<file path="config.mk">
export PLATFORM = sky130hd
export DESIGN_NAME = bin_to_bcd_seq
export DESIGN_NICKNAME = d
export VERILOG_FILES = /design/src/rtl/bin_to_bcd_seq_pkg.sv /design/src/rtl/bin_to_bcd_seq_adj3.sv /design/src/rtl/bin_to_bcd_seq.sv
export SDC_FILE = /design/constraint.sdc
export NUM_CORES = 1
export LEC_CHECK = 0
export ABC_AREA = 1
export CELL_PAD_IN_SITES_DETAIL_PLACEMENT = 1
export CELL_PAD_IN_SITES_GLOBAL_PLACEMENT = 2
export CORE_MARGIN = 5
export CORE_UTILIZATION = 29
export CTS_BUF_LIST = sky130_fd_sc_hd__clkbuf_2 sky130_fd_sc_hd__clkbuf_4 sky130_fd_sc_hd__clkbuf_8
export DETAILED_ROUTE_END_ITERATION = 8
export PLACE_DENSITY = 0.89
export SYNTH_ARGS = -nofsm -noshare
export SYNTH_HDL_FRONTEND = slang
export SYNTH_SLANG_ARGS = --single-unit
</file>
<file path="constraint.sdc">
create_clock -name clk -period 1.6 [get_ports clk]
set_clock_uncertainty 0.2 [all_clocks]
set_input_delay 0.4 -clock clk [delete_from_list [all_inputs] [get_ports clk]]
set_output_delay 0.4 -clock clk [all_outputs]
set_load 0.02 [all_outputs]
</file>
<file path="src/rtl/bin_to_bcd_seq_pkg.sv">
// Shared definitions for the binary-to-BCD converters and the display driver:
// default widths and the sequential converter's state encoding.
package bin_to_bcd_seq_pkg;

  localparam int DEF_BIN_WIDTH = 32;
  localparam int DEF_NDIGITS   = 10;

  localparam logic [0:0] ST_IDLE  = 1'b0;
  localparam logic [0:0] ST_SHIFT = 1'b1;

endpackage

</file>
<file path="src/rtl/bin_to_bcd_seq_adj3.sv">
// Double-dabble digit correction: a BCD digit of 5 or more gets +3 before
// the shift so that doubling it carries correctly into the next digit.
module bcd_digit_adj3 (
  input  logic [3:0] digit_i,
  output logic [3:0] digit_o
);

  assign digit_o = (digit_i >= 4'd5) ? digit_i + 4'd3 : digit_i;

endmodule

</file>
<file path="src/rtl/bin_to_bcd_seq.sv">
// Sequential shift-add-3 binary-to-BCD converter, one adjust-and-shift per clock,
// with a start/busy/done handshake and a result register held between conversions.
module bin_to_bcd_seq
  import bin_to_bcd_seq_pkg::*;
#(
  parameter int BIN_WIDTH = DEF_BIN_WIDTH,
  parameter int NDIGITS   = DEF_NDIGITS
) (
  input  logic                   clk,
  input  logic                   rst,
  input  logic                   start,
  input  logic [BIN_WIDTH-1:0]   bin,
  output logic                   busy,
  output logic                   done,
  output logic [4*NDIGITS-1:0]   bcd
);

  localparam int CW = (BIN_WIDTH > 1) ? $clog2(BIN_WIDTH) : 1;
  localparam int BW = 4 * NDIGITS;

  logic [0:0]           state_q,    state_d;
  logic [BIN_WIDTH-1:0] shiftReg_q, shiftReg_d;
  logic [BW-1:0]        scratch_q,  scratch_d;
  logic [CW-1:0]        count_q,    count_d;
  logic [BW-1:0]        bcd_q,      bcd_d;
  logic                 done_q,     done_d;

  logic [BW-1:0]        adjusted;
  logic [BW-1:0]        shifted;
  logic                 lastStep;

  for (genvar i = 0; i < NDIGITS; i++) begin : gAdj
    bcd_digit_adj3 uAdj (
      .digit_i (scratch_q[4*i +: 4]),
      .digit_o (adjusted[4*i +: 4])
    );
  end

  // The shift register MSB enters digit 0; the top adjusted bit falls off.
  assign shifted  = (adjusted << 1) | BW'(shiftReg_q[BIN_WIDTH-1]);
  assign lastStep = (count_q == CW'(BIN_WIDTH - 1));

  always_comb begin
    state_d    = state_q;
    shiftReg_d = shiftReg_q;
    scratch_d  = scratch_q;
    count_d    = count_q;
    bcd_d      = bcd_q;
    done_d     = 1'b0;
    case (state_q)
      ST_IDLE: begin
        if (start) begin
          shiftReg_d = bin;
          scratch_d  = '0;
          count_d    = '0;
          state_d    = ST_SHIFT;
        end
      end
      default: begin
        shiftReg_d = shiftReg_q << 1;
        scratch_d  = shifted;
        count_d    = count_q + CW'(1);
        if (lastStep) begin
          bcd_d   = shifted;
          done_d  = 1'b1;
          state_d = ST_IDLE;
        end
      end
    endcase
  end

  always_ff @(posedge clk) begin
    if (rst) begin
      state_q    <= ST_IDLE;
      shiftReg_q <= '0;
      scratch_q  <= '0;
      count_q    <= '0;
      bcd_q      <= '0;
      done_q     <= 1'b0;
    end else begin
      state_q    <= state_d;
      shiftReg_q <= shiftReg_d;
      scratch_q  <= scratch_d;
      count_q    <= count_d;
      bcd_q      <= bcd_d;
      done_q     <= done_d;
    end
  end

  assign busy = (state_q == ST_SHIFT);
  assign done = done_q;
  assign bcd  = bcd_q;

endmodule

</file>
### Word-level counts from Yosys, hierarchy flattened

Index checks and enable logic that the tools add are counted.

| word-level totals | value |
|---|---|
| register bits | 119 |
| bits of input ports | 35 |
| output and inout bits | 42 |
| logic and storage cells | 55 |

| operators by class | value |
|---|---|
| bitwise operators | 2 |
| $add $sub $neg | 11 |
| order comparisons | 10 |
| equal/unequal tests | 1 |
| mux-type cells | 20 |
| reductions and logical operators | 4 |

Operator list:

| cell | count |
|---|---|
| 40-bit two-way mux | 2 |
| 32-bit two-way mux | 2 |
| 4-bit by 3-bit greater-or-equal comparator with 1-bit output, second input constant | 10 |
| 40-bit by 1-bit bitwise OR with 40-bit output | 1 |
| 4-bit by 2-bit adder with 4-bit output, second input constant | 9 |
| 4-bit two-way mux | 9 |
| 5-bit two-way mux | 2 |
| 5-bit by 1-bit adder with 5-bit output, second input constant | 1 |
| 5-bit == test, second input constant | 1 |
| 1-bit two-way mux | 4 |
| 2-bit OR reduction | 2 |
| 3-bit by 2-bit adder with 3-bit output, second input constant | 1 |
| 3-bit two-way mux | 1 |
| 2-bit AND reduction | 1 |
| 2-bit nonzero test | 1 |
| 1-bit inverter | 1 |

### Longest topological paths before layout

Gate-level depths: netlist of run 1.

| depth | value |
|---|---|
| word-level depth | 4 |
| depth in mapped cells | 9 |
| depth with buffers taken out | 8 |

### Cells and area by module

Synthesis of run 1 repeated with hierarchy kept, for this count alone.

| second synthesis, totals | value |
|---|---|
| cell total of the unflattened synthesis | 859 |
| area total of the unflattened synthesis | 6008.3 um^2 |

Modules (own cells, without submodules):

| module | instances | cells an instance | area each (um^2) |
|---|---|---|---|
| bin_to_bcd_seq | 1 | 629 | 4657.0 |
| bcd_digit_adj3 | 10 | 23 | 135.1 |

### Worst setup path after synthesis of run 1

OpenSTA, ideal clock, no wires.

| timing path | value |
|---|---|
| path kind | register to register |
| from | register count_q[0] |
| to | register bcd_q[0] (netlist: bcd[0]) |
| cell stages (with the launch flop) | 9 |
| data arrival time | 1.300 ns |
| path buffers | 1 |
| data required time | 1.283 ns |
| clock period less this slack | 1.617 ns |
| path slack | -0.017 ns |
| cells stage by stage | dfxtp_1 > ha_1 > and3_1 > ha_1 > nand2_2 > nand2_1 > inv_2 > buf_4 > a22o_1 |

| between the ends | value |
|---|---|
| word-level cells in the longest chain between the ends | 2 |

RTL lines:

| element | line | source |
|---|---|---|
| start, declared | bin_to_bcd_seq.sv:24 | `logic [CW-1:0] count_q, count_d;` |
| start signal, assigned | bin_to_bcd_seq.sv:84 | `count_q <= count_d;` |
| 5-bit == test | bin_to_bcd_seq.sv:41 | `assign lastStep = (count_q == CW'(BIN_WIDTH - 1));` |
| net lastStep | bin_to_bcd_seq.sv:30 | `logic lastStep;` |
| 2-bit AND reduction (no line) | n/a |  |
| end signal, assigned | bin_to_bcd_seq.sv:78 | `bcd_q <= '0;` |
| end signal, assigned | bin_to_bcd_seq.sv:85 | `bcd_q <= bcd_d;` |
| end, declared | bin_to_bcd_seq.sv:25 | `logic [BW-1:0] bcd_q, bcd_d;` |

The timed path passes the listed nets, and every way through them passes these cells.
A chain may end at the register's enable or synchronous reset.

### Final worst setup path of run 1

| timing path | value |
|---|---|
| from | register count_q[1] |
| to | register bcd_q[23] (netlist: bcd[23]) |

Same word-level chain as after synthesis.

==> key figures, run 1 <==
Run status
  • Run status: finished, violations left
  • Failing checks: negative setup slack

Worst setup path
  • Crit path cell chain: ha_4 -> and3_4 -> ha_4 -> nand2_4 -> nor2_4 -> buf_12 -> clkbuf_16 -> nand3_2 -> nand2_1
  • Bufs and invs on worst path: 2
  • Critical path type: flip-flop to flip-flop
  • CP Max Fanout: 7
  • Data required, critical path: 1.79 ns
  • Crit path largest cell delay: 0.36 ns
  • Worst setup SP type: flip-flop
  • CP endpoint kind: flip-flop
  • Critical Path AT: 1.97 ns
  • Slowest-stage cell, CP: dfxtp_2
  • R2R Path Start: count_q[1]
  • CP most frequent cell: ha_4
  • CP Launch Point: count_q[1]
  • Cell family with most CP delay: simple AND/OR/NAND/NOR gates

STA
  • RSZ-0062 raised after global routing: true
  • Fin crit share: 112%
  • Fin. Hold Viols: 0
  • Setup ws final: -0.185 ns
  • Worst-Margin Slew: 0.385 ns
  • Total negative slack: -4.85 ns
  • Final setup fails: 41
  • Slew Limit Fails: 0
  • Tmin final: 1.78 ns
  • Slew margin rel.: 74.3%
  • Peak Freq: 560 MHz
  • Worst hold margin: 0.0958 ns

Yosys
  • Most used DFF post-synth: dfxtp_1
  • Post-synth top area share: 42.1%
  • Mean post-synth cell area: 7.01 µm²
  • Count leader, synth: nand2_1
  • Cells taking the most area after synthesis: dfxtp_1 (42%), nand2_1 (18%), nand3_1 (12%)
  • Synth unique cells: 25
  • Synthesized Nets: 865
  • Post-synthesis async set-or-reset flop share: 0%
  • Mapped Area: 5660 µm²
  • Synth warnings: 0
  • Synth cell count leaders: nand2_1 (271), nand3_1 (135), dfxtp_1 (119), inv_1 (91), a21oi_1 (44)
  • Sequential area share after synthesis: 42.1%
  • Mapped Cells: 808
  • Post-synth EDFFs: 0
  • Post-synth top area cell: dfxtp_1
  • Synthesized flop and latch total: 119

Die
  • Die area: 22400 µm²
  • Row count: 51
  • Die width: 150 µm
  • Total core area: 19300 µm²
  • Die Y: 150 µm
  • Starting density of the core: 29.3%
  • I/O Pins: 77

Min path
  • Hold Startpoint: rst
  • Min-Delay Path Class: primary input to flip-flop

Clocking
  • Clock Latency Late Sink: 0.45 ns
  • CTS Hold Buffers Added: 0
  • CTS clk-pin slew, worst paths: 0.07 ns
  • CTS max path bufs: 2
  • TritonCTS clock tree: done
  • H-tree Lvls: 4
  • Clk sink count: 119
  • CTS buffer count: 17
  • Clock Tree Root: clkbuf_8

Placed design
  • Placer Congestion: 0.797
  • Dpl hpwl: 10.7 mm
  • Port bufs: 76

Route
  • 1st-iter DRT viols: 254
  • Wire length per cell: 14.0 µm
  • Detailed-router iteration count before antenna repair: 4
  • ANT nets after route: 0
  • Drt drc: 0
  • Vias: 5627
  • Detailed Route WL: 16.7 mm
  • Vias per cell: 4.70

GRT
  • Top Usage Layer GRT: met2
  • Gr ovfl total: 0
  • Vias in the first global route: 5575
  • Grt met2 use: 23.3%
  • Met1 Track Usage GR: 18.9%
  • Pin count of the biggest net entering global routing: 45
  • Initial antenna violation count: 0
  • First-pass GRT wire length: 26.4 mm
  • GR Util met3: 3.91%
  • Global-route usage over all layers: 14.5%

Final layout
  • Area grow syn2layout: 36.0%
  • Fin nets: 975
  • # diodes: 0
  • Ratio of cells with drive above 1 in the final layout: 21.7%
  • Util after Layout: 39.8%

Pwr
  • Leakage power: 3.59 nW
  • Pwr Density: 849 nW/µm²
  • Peak supply drop: 506 µV

Flow run
  • Max-cap violations: 0
## worst reg2reg max path: stages (launching register included)
cell and delay, ns:
dfxtp_2 0.36, ha_4 0.14, and3_4 0.19, ha_4 0.13, nand2_4 0.06, nor2_4 0.17
buf_12 0.16, clkbuf_16 0.16, nand3_2 0.07, nand2_1 0.08
## power by group
| part | internal, mW | leakage, nW | switching (mW) |
|---|---|---|---|
| Combinational | 0.230 | 2.41 | 0.289 |
| Clock | 1.68 | 0.214 | 1.29 |
| Sequential | 3.02 | 0.968 | 0.0276 |
| Total | 4.93 | 3.59 | 1.61 |
## per-stage QoR
step                      setup slack, ns  instance area, µm²  power [mW]  instances
after floorplan                  -0.00295                5660        3.39        808
after global placement             -0.259                6940        3.60       1155
after detailed placement           -0.310                6940        3.61       1155
after CTS                          -0.134                7180        6.62       1187
after global routing               -0.243                7700        6.84       1196
final                              -0.185                7700        6.54       1196
## area by class of cell
| cell class | instances | area, µm² |
|---|---|---|
| Multi-Input combinational cell | 556 | 2950 |
| Timing Repair Buffer | 130 | 1240 |
| Clock buffer | 22 | 284 |
| Inverter | 94 | 358 |
| Clock inverter | 10 | 145 |
| Sequential cell | 119 | 2390 |
| Tap cell | 265 | 332 |
| Fill cell | 2421 | 11600 |
## registers in the layout, indices dropped and copies added, names as in the netlist
| name | cells |
|---|---|
| bcd | 40 |
| busy | 1 |
| count_q | 5 |
| done | 1 |
| scratch_q | 40 |
| shiftReg_q | 32 |
## layout by cell type (no fill, tap or decap), types with 3 or more instances in the layout
cell             instances
bufinv_16                3
a21oi_1                 44
ha_1                    18
inv_1                   86
clkinv_4                 3
nand2_2                 15
clkbuf_4                 3
nand4_1                 22
inv_2                    6
nand3_4                  3
clkbuf_8                19
clkbuf_16                5
dfxtp_2                 10
nand2_1                255
nand3_1                103
nand3_2                 29
o211ai_1                 8
buf_12                  10
dfxtp_1                109
buf_4                   63
clkdlybuf4s50_1         33
o21ai_0                 37
nor2_1                   9
buf_2                   17
## logic make-up after synthesis
kind of cell    after synthesis  synth area share, %
compound gates               91                 8.51
fa+ha+maj                    22                 4.86
buf+inv                     133                 10.6
flops                       119                 42.1
mux                           1                0.177
simple gates                442                 33.8
## per-layer routing
metal / wire length [µm] / share of wire (%)
met1: 7840 / 47
met2: 7950 / 47
met3: 705 / 4.2
met4: 240 / 1.4
met5: 0 / 0
## what timing repair did
action                                  4_1_cts  5_1_grt
resized for setup                           177       98
endpoints found under the setup margin       83       98
pin swaps                                     0       38
buffers inserted                              0        3
gates cloned                                  0        6
## path summary, 6_finish.rpt
check / cells after the start / endpoint / slack [ns]
worst max-delay path: 9 / bcd[23] / -0.18
worst min-delay path: 2 / count_q[1] / 0.1
worst max register to register: 9 / bcd[23] / -0.18
worst min register to register: 2 / bcd[30] / 0.24
No activity file was read; power rests on OpenSTA's default activity.
==> run 2: changes to the inputs <==
--- a/config.mk
+++ b/config.mk
@@ -6,6 +6,7 @@
 export NUM_CORES = 1
 export LEC_CHECK = 0
 export ABC_AREA = 1
+export ABC_CLOCK_PERIOD_IN_PS = 1600
 export CELL_PAD_IN_SITES_DETAIL_PLACEMENT = 1
 export CELL_PAD_IN_SITES_GLOBAL_PLACEMENT = 2
 export CORE_MARGIN = 5
==> results of run 2 <==
Same layout as run 1: the final DEF is identical, and so are final timing and power.
